`src/rtl/flash_pkg.sv`:
```
// Shared types and defaults for the flowing-LED controller stages.
package flash_pkg;

    typedef logic [1:0] speed_lvl_t;

    localparam logic DIR_RIGHT = 1'b0;
    localparam logic DIR_LEFT  = 1'b1;

    localparam int DEF_DEB_CYCLES = 2_000_000;
    localparam int DEF_PERIOD0    = 50_000_000;
    localparam int DEF_PERIOD1    = 25_000_000;
    localparam int DEF_PERIOD2    = 12_500_000;
    localparam int DEF_PERIOD3    = 6_250_000;
    localparam int DEF_CNT_W      = 26;

    // The LED shifter loads this on reset; kept here so both stages agree.
    localparam logic [7:0] LED_RESET_PATTERN = 8'h80;

endpackage

```
`src/rtl/flash_tick_gen_if.sv`:
```
// Button inputs, power gate and step/direction/speed outputs of the tick generator.
interface flash_tick_gen_if;

    logic                   btn_dir;
    logic                   btn_speed;
    logic                   power_now;
    logic                   clk_bps;
    logic                   dir;
    flash_pkg::speed_lvl_t  speed_lvl;

    modport master (
        output btn_dir, btn_speed, power_now,
        input  clk_bps, dir, speed_lvl
    );

    modport slave (
        input  btn_dir, btn_speed, power_now,
        output clk_bps, dir, speed_lvl
    );

endinterface

```
`src/rtl/btn_debounce.sv`:
```
// Two-flop synchroniser, counter debounce and one-cycle press pulse for a raw button.
module btn_debounce #(
    parameter int DEB_CYCLES = 2_000_000
) (
    input  logic clk,
    input  logic rst,
    input  logic btn,
    output logic press
);

    localparam int DW = (DEB_CYCLES > 1) ? $clog2(DEB_CYCLES) : 1;

    logic          s1;
    logic          s2;
    logic          stable;
    logic          stable_d;
    logic [DW-1:0] dcnt;

    always_ff @(posedge clk or posedge rst) begin
        if (rst) begin
            s1 <= 1'b0;
            s2 <= 1'b0;
        end else begin
            s1 <= btn;
            s2 <= s1;
        end
    end

    // Any sample agreeing with the accepted level restarts the stability count.
    always_ff @(posedge clk or posedge rst) begin
        if (rst) begin
            stable <= 1'b0;
            dcnt   <= '0;
        end else if (s2 == stable) begin
            dcnt   <= '0;
        end else if (dcnt == DW'(DEB_CYCLES - 1)) begin
            stable <= s2;
            dcnt   <= '0;
        end else begin
            dcnt   <= dcnt + 1'b1;
        end
    end

    always_ff @(posedge clk or posedge rst) begin
        if (rst) begin
            stable_d <= 1'b0;
            press    <= 1'b0;
        end else begin
            stable_d <= stable;
            press    <= stable & ~stable_d;
        end
    end

endmodule

```
`src/rtl/flash_tick_gen.sv`:
```
// Debounced direction/speed control plus the speed-selected step strobe for the LED shifter.
module flash_tick_gen
    import flash_pkg::*;
#(
    parameter int DEB_CYCLES = DEF_DEB_CYCLES,
    parameter int PERIOD0    = DEF_PERIOD0,
    parameter int PERIOD1    = DEF_PERIOD1,
    parameter int PERIOD2    = DEF_PERIOD2,
    parameter int PERIOD3    = DEF_PERIOD3,
    parameter int CNT_W      = DEF_CNT_W
) (
    input  logic             clk,
    input  logic             rst,
    flash_tick_gen_if.slave  bus
);

    logic             dir_press;
    logic             spd_press;
    logic [CNT_W-1:0] cnt;
    logic             bps_q;
    logic             dir_q;
    speed_lvl_t       speed_q;

    function automatic logic [CNT_W-1:0] period_m1(input speed_lvl_t lvl);
        case (lvl)
            2'd0:    return CNT_W'(PERIOD0 - 1);
            2'd1:    return CNT_W'(PERIOD1 - 1);
            2'd2:    return CNT_W'(PERIOD2 - 1);
            default: return CNT_W'(PERIOD3 - 1);
        endcase
    endfunction

    btn_debounce #(.DEB_CYCLES(DEB_CYCLES)) u_deb_dir (
        .clk   (clk),
        .rst   (rst),
        .btn   (bus.btn_dir),
        .press (dir_press)
    );

    btn_debounce #(.DEB_CYCLES(DEB_CYCLES)) u_deb_speed (
        .clk   (clk),
        .rst   (rst),
        .btn   (bus.btn_speed),
        .press (spd_press)
    );

    // Presses while halted are dropped; the levels themselves are retained.
    always_ff @(posedge clk or posedge rst) begin
        if (rst) begin
            dir_q   <= DIR_RIGHT;
            speed_q <= '0;
        end else if (bus.power_now) begin
            if (dir_press) dir_q   <= ~dir_q;
            if (spd_press) speed_q <= speed_q + 1'b1;
        end
    end

    // A speed change restarts the period so the new rate starts from a clean phase.
    always_ff @(posedge clk or posedge rst) begin
        if (rst) begin
            cnt   <= '0;
            bps_q <= 1'b0;
        end else if (!bus.power_now || spd_press) begin
            cnt   <= '0;
            bps_q <= 1'b0;
        end else if (cnt == period_m1(speed_q)) begin
            cnt   <= '0;
            bps_q <= 1'b1;
        end else begin
            cnt   <= cnt + 1'b1;
            bps_q <= 1'b0;
        end
    end

    assign bus.clk_bps   = bps_q;
    assign bus.dir       = dir_q;
    assign bus.speed_lvl = speed_q;

endmodule

```
`src/flat_wrapper.sv`:
```
// flat-port wrapper written by rule: the top's interface ports become plain ports
module flash_tick_gen_flat import flash_pkg::*;
#(
    parameter int DEB_CYCLES = DEF_DEB_CYCLES,
    parameter int PERIOD0    = DEF_PERIOD0,
    parameter int PERIOD1    = DEF_PERIOD1,
    parameter int PERIOD2    = DEF_PERIOD2,
    parameter int PERIOD3    = DEF_PERIOD3,
    parameter int CNT_W      = DEF_CNT_W
)
  (clk, rst, bus_btn_dir, bus_btn_speed, bus_power_now, bus_clk_bps, bus_dir, bus_speed_lvl);
  flash_tick_gen_if bus_i ();
  input  logic clk;
  input  logic rst;
  input wire logic [$bits(bus_i.btn_dir)-1:0] bus_btn_dir;
  input wire logic [$bits(bus_i.btn_speed)-1:0] bus_btn_speed;
  input wire logic [$bits(bus_i.power_now)-1:0] bus_power_now;
  output wire logic [$bits(bus_i.clk_bps)-1:0] bus_clk_bps;
  output wire logic [$bits(bus_i.dir)-1:0] bus_dir;
  output wire logic [$bits(bus_i.speed_lvl)-1:0] bus_speed_lvl;
  assign bus_i.btn_dir = bus_btn_dir;
  assign bus_i.btn_speed = bus_btn_speed;
  assign bus_i.power_now = bus_power_now;
  assign bus_clk_bps = bus_i.clk_bps;
  assign bus_dir = bus_i.dir;
  assign bus_speed_lvl = bus_i.speed_lvl;
  flash_tick_gen #(.DEB_CYCLES(DEB_CYCLES), .PERIOD0(PERIOD0), .PERIOD1(PERIOD1), .PERIOD2(PERIOD2), .PERIOD3(PERIOD3), .CNT_W(CNT_W)) u_core (.clk(clk), .rst(rst), .bus(bus_i));
endmodule
```
`config.mk`:
```
export PLATFORM = sky130hd
export DESIGN_NAME = flash_tick_gen_flat
export DESIGN_NICKNAME = d
export VERILOG_FILES = /design/src/rtl/flash_pkg.sv /design/src/rtl/flash_tick_gen_if.sv /design/src/rtl/btn_debounce.sv /design/src/rtl/flash_tick_gen.sv /design/src/flat_wrapper.sv
export SDC_FILE = /design/constraint.sdc
export NUM_CORES = 1
export LEC_CHECK = 0
export ABC_AREA = 0
export CAP_MARGIN = 20
export CELL_PAD_IN_SITES_DETAIL_PLACEMENT = 1
export CELL_PAD_IN_SITES_GLOBAL_PLACEMENT = 1
export CORE_MARGIN = 2
export CORE_UTILIZATION = 37
export CTS_CLUSTER_SIZE = 40
export DETAILED_ROUTE_END_ITERATION = 12
export DONT_BUFFER_PORTS = 1
export GPL_ROUTABILITY_DRIVEN = 1
export PLACE_DENSITY = 0.64
export SLEW_MARGIN = 20
export SYNTH_ARGS = -nofsm -noshare
export SYNTH_HDL_FRONTEND = slang
export SYNTH_SLANG_ARGS = --single-unit
```
`constraint.sdc`:
```
create_clock -name clk -period 2.73 [get_ports clk]
set_input_delay 0.273 -clock clk [delete_from_list [all_inputs] [get_ports clk]]
set_output_delay 0.273 -clock clk [all_outputs]
set_load 0.02 [all_outputs]
```
### After elaboration in Yosys (flattened, before gate mapping)

Cells that the tools add are included.

* register bits after elaboration: 82
* bits in latches: 0
* memory bits (writable): 0
* bits in read-only memories: 0
* input bits: 5
* memories kept: 0

* add/sub/neg operators: 4
* $mul: 0
* div/mod/pow operators: 0
* $lt $le $gt $ge: 0
* equality and inequality tests: 7
* shift operators: 0
* multiplexer cells: 10
* bitwise logic cells: 7
* reductions and logical operators: 7

Operators by type and width (number)
* $mux 21: 4
* $mux 26: 3
* $pmux 26 s3: 1
* $add 21x1->21 const B: 2
* $eq 21x21->1 const B: 2
* $add 26x1->26 const B: 1
* $eq 26x26->1: 1
* $reduce_and 2->1: 4
* $not 1->1: 5
* $add 2x1->2 const B: 1
* $and 1x1->1: 2
* $eq 1x1->1: 2
* $eq 2x1->1 const B: 1
* $eq 2x2->1 const B: 1
* $logic_not 2->1: 1
* $mux 1: 2
* $logic_not 1->1: 1
* $logic_or 1x1->1: 1

### Depth between registers and ports, before layout

* depth in word-level cells: 6
* gate-level depth with buffers: 8

### Modules after synthesis

A second synthesis with hierarchy kept.

* cell total of the unflattened synthesis: 411
* area, all modules: 4191.5 um^2

Modules (own cells, without submodules)
* btn_debounce: instances 2, cells each 123, area each 1271.2 um^2, seq. area each 650.6 um^2
* flash_tick_gen: instances 1, cells each 165, area each 1649.1 um^2, seq. area each 750.7 um^2

### Worst setup path before layout

No wires, ideal clock.

* path kind: flip-flop to flip-flop
* start: reg u_core.speed_q[1] (netlist: u_core.bus.speed_lvl[1])
* end: reg u_core.cnt[7]
* setup time: 119 ps
* arrival time: 2099 ps
* required time: 2611 ps
* setup slack: 512 ps
* stages on the path, launching flop included: 9
* path buffers: 1
* path through: dfrtp_1 > inv_1 > ha_1 > or3b_1 > a2111oi_2 > nand4_1 > o21bai_4 > buf_6 > nor2_1

* longest elaborated chain between the ends: 6

RTL lines
* start, declared: line flash_tick_gen.sv:22 `speed_lvl_t speed_q;`
* start signal, assigned: line flash_tick_gen.sv:54 `if (spd_press) speed_q <= speed_q + 1'b1;`
* $eq 2x2->1, or another cell as far along: line flash_tick_gen.sv:25 `case (lvl)`
* $pmux 26 s3 (*): line flash_tick_gen.sv:25
* $mux 26 (*): line flash_tick_gen.sv:63 `end else if (!bus.power_now || spd_press) begin`
* $eq 26x26->1 (*): line flash_tick_gen.sv:66 `end else if (cnt == period_m1(speed_q)) begin`
* $mux 26 (*): line flash_tick_gen.sv:66
* $mux 26 (*): line flash_tick_gen.sv:63
* end signal, assigned: line flash_tick_gen.sv:70 `cnt <= cnt + 1'b1;`
* end, declared: line flash_tick_gen.sv:19 `logic [CNT_W-1:0] cnt;`

Every way passes the cells marked *; elsewhere a longest branch is shown, timed or not. The select of a mux whose other input is x is not followed.
A chain may end at the register's enable or synchronous reset.

### Final worst setup path

* start: reg u_core.speed_q[0] (netlist: u_core.bus.speed_lvl[0])
* end: reg u_core.cnt[12]

The elaborated chain is that of the path after synthesis.

==> flow_metrics.env <==
export IMPL_dieArea_um2=11700
export IMPL_timing_fmax_ghz=0.434
export IMPL_finalSetupViolCount=0
export IMPL_clk_latency_ns=0.35
export IMPL_htreeDepth=3
export IMPL_ys_flop_type="dfrtp_1"
export IMPL_yosysWarnings=0
export IMPL_criticalPathCategory="reg -> reg"
export IMPL_gp_routability_congestion=0.778
export IMPL_hold_class="in -> reg"
export IMPL_synth_cell_type_count=40
export IMPL_io_buffers=0
export IMPL_root_buffer="clkbuf_8"
export IMPL_avgSynthCellArea_um2=10.1
export IMPL_first_global_vias=2984
export IMPL_synth_fp_nets=412
export IMPL_yosysTopAreaCellShare=0.512
export IMPL_dp_hpwl_um=5910
export IMPL_die_h_um=108
export IMPL_maxSlewHeadroom=0.554
export IMPL_maxCapViolCount=0
export IMPL_critical_path_cell_chain="ha_1 > nor2b_1 > or4_1 > a221o_1 > o21bai_4 > buf_4 > nor2_1"
export IMPL_grt_max_degree=83
export IMPL_totalNegativeSetupSlack_ns=0
export IMPL_vdd_drop_max_uv=249
export IMPL_netlist_top_cells_area="dfrtp_1 (51%), nor2_1 (8.2%), xor2_1 (8.1%)"
export IMPL_start_util=0.385
export IMPL_status="finished, final reports clean"
export IMPL_worst_pin_slew_ns=0.663
export IMPL_syn_area_um2=4010
export IMPL_synth_edff_count=0
export IMPL_start_kind="flip-flop"
export IMPL_hold_violations=0
export IMPL_antenna_left=0
export IMPL_num_vias=2797
export IMPL_cp_max_fo=12
export IMPL_synthTopCellsByCount="nor2_1 (87), dfrtp_1 (82), xor2_1 (37)"
export IMPL_synth_seq_area_share=0.512
export IMPL_first_pass_iters=4
export IMPL_syn_inst=397
export IMPL_gr_usage_all_layers=0.160
export IMPL_final_nets=424
export IMPL_crit_family="simple AND/OR/NAND/NOR gates"
export IMPL_ys_seq_elements=82
export IMPL_antennaDiodeCount=0
export IMPL_required_ns=2.96
export IMPL_antenna_found_initial=0
export IMPL_wirelength_um=8270
export IMPL_yosysMostFrequentCell="nor2_1"
export IMPL_fin_crit_sh=0.843
export IMPL_endpoint_kind="flip-flop"
export IMPL_slew_violations=0
export IMPL_coreArea_um2=10400
export IMPL_total_leakage_power_uw=0.00182
export IMPL_clock_sinks=82
export IMPL_row_count=37
export IMPL_routedWlPerCell_um=15.0
export IMPL_grt_pass1_wl_um=14600
export IMPL_grt_overflow=0
export IMPL_areaGrowthSynthToFinish_pct=9.53
export IMPL_finClkSkew_ns=0.0125
export IMPL_fin_total_pwr_uw=2090
export IMPL_path_clk_slew_ns=0.08
export IMPL_numCtsBuffers=9
export IMPL_io_pins=9
export IMPL_clockBufferDepth=2
export IMPL_cp_slowest_cell="dfrtp_1"
export IMPL_drc=0
export IMPL_die_w_um=108
export IMPL_cpPeakStageDelay_ns=0.59
export IMPL_period_minus_slack_ns=2.30
export IMPL_synth_top_area_cell="dfrtp_1"
export IMPL_synth_async_reset_ratio=1.00
export IMPL_worstPathArrival_ns=2.53
export IMPL_vias_per_cell=5.09
export IMPL_cp_num_buf_inv=1
export IMPL_rsz0062_at_grt="no"
export IMPL_cts_tree="yes"
export IMPL_drt_initial_drc_count=67
export IMPL_drive_gt1_frac=0.0870
export IMPL_powerDensity_nw_per_um2=477
==> registers in the layout, summed over array words and instances, names as in the netlist <==
name / cells
u_core.bus.dir: 1
u_core.cnt: 26
u_core.u_deb_speed.press: 1
u_core.u_deb_speed.dcnt: 21
u_core.u_deb_speed.s2: 1
u_core.u_deb_dir.press: 1
u_core.bus.clk_bps: 1
u_core.u_deb_speed.stable: 1
u_core.u_deb_speed.s1: 1
u_core.u_deb_speed.stable_d: 1
u_core.u_deb_dir.s2: 1
u_core.u_deb_dir.dcnt: 21
u_core.u_deb_dir.stable_d: 1
u_core.u_deb_dir.stable: 1
u_core.bus.speed_lvl: 2
u_core.u_deb_dir.s1: 1
==> worst reg2reg max path, stage by stage, from the launching register on <==
cell and delay (ns):
dfrtp_1 0.59, ha_1 0.29, nor2b_1 0.06, or4_1 0.46
a221o_1 0.39, o21bai_4 0.14, buf_4 0.20, nor2_1 0.07
==> power by group <==
group / total [uW] / internal [uW] / switching, uW
logic: 74.0 / 22.2 / 51.9
clock network: 779 / 332 / 447
registers: 1240 / 1230 / 12.5
total: 2090 / 1580 / 511
==> stage by stage <==
| stage | hold WS [ns] | utilization | setup slack (ns) | instances | instance area, um2 |
|---|---|---|---|---|---|
| floorplan | 0.304 | - | 0.349 | 397 | 4010 |
| global placement | 0.287 | 0.402 | 0.463 | 531 | 4190 |
| detailed placement | 0.294 | 0.402 | 0.416 | 531 | 4190 |
| CTS | 0.104 | 0.421 | 0.395 | 550 | 4390 |
| global route | 0.0915 | 0.421 | 0.273 | 550 | 4390 |
| finish | 0.112 | 0.421 | 0.428 | 550 | 4390 |
==> worst paths after layout <==
| path | start | to | slack, ns | cells after the start |
|---|---|---|---|---|
| min | bus_power_now | u_core.bus.dir | 0.11 | 2 |
| max in group asynchronous | rst | u_core.u_deb_dir.dcnt[18] | 1.92 | 3 |
| min reg2reg | u_core.u_deb_speed.s1 | u_core.u_deb_speed.s2 | 0.35 | 0 |
| max | u_core.bus.speed_lvl[0] | u_core.cnt[12] | 0.43 | 7 |
| max reg2reg | u_core.bus.speed_lvl[0] | u_core.cnt[12] | 0.43 | 7 |
| min in group asynchronous | rst | u_core.u_deb_dir.dcnt[13] | 0.44 | 3 |
==> area by class of cell <==
| type | count | area (um2) |
|---|---|---|
| sequential | 82 | 2050 |
| timing repair buffer | 10 | 95.1 |
| clock inverter | 6 | 43.8 |
| fill | 1189 | 6030 |
| clock buffer | 10 | 128 |
| tap | 136 | 170 |
| multi-input combinational | 297 | 1860 |
| inverter | 9 | 35.0 |
==> what timing repair did <==
| action | 4_1_cts | 5_1_grt |
|---|---|---|
| gates resized for setup | 0 | 0 |
| hold buffers | 3 | 0 |
| hold endpoints to repair | 84 | 0 |
| buffers inserted | 0 | 0 |
==> cells in the final DEF (no fill, tap or decap), drive strengths merged, types with 6 or more instances in the layout <==
master and count:
xnor2 30, nor3 6, inv 8, dfrtp 82, clkbuf 10, clkinv 6, nand3 22, ha 10
nand2 30, nand4 20, nor4 7, xor2 37, buf 7, nor2 87
==> cells by family after synthesis <==
| kind of cell | Yosys count | synth area share |
|---|---|---|
| AOI/OAI and AO/OA | 10 | 0.0234 |
| xor gates and xnor gates | 67 | 0.146 |
| adders and majority gates | 10 | 0.0312 |
| buffers and inverters | 18 | 0.0225 |
| DFF | 82 | 0.512 |
| muxes | 4 | 0.0112 |
| and+or+nand+nor | 206 | 0.253 |
==> routing by layer <==
layer	up-vias	GRT usage	wire length (um)
li1	1354	-	-
met1	1416	0.205	3830
met2	16	0.268	4190
met3	11	0.0307	122
met4	0	0.0641	125
met5	-	0	0
No activity file was read; power rests on OpenSTA's default activity.
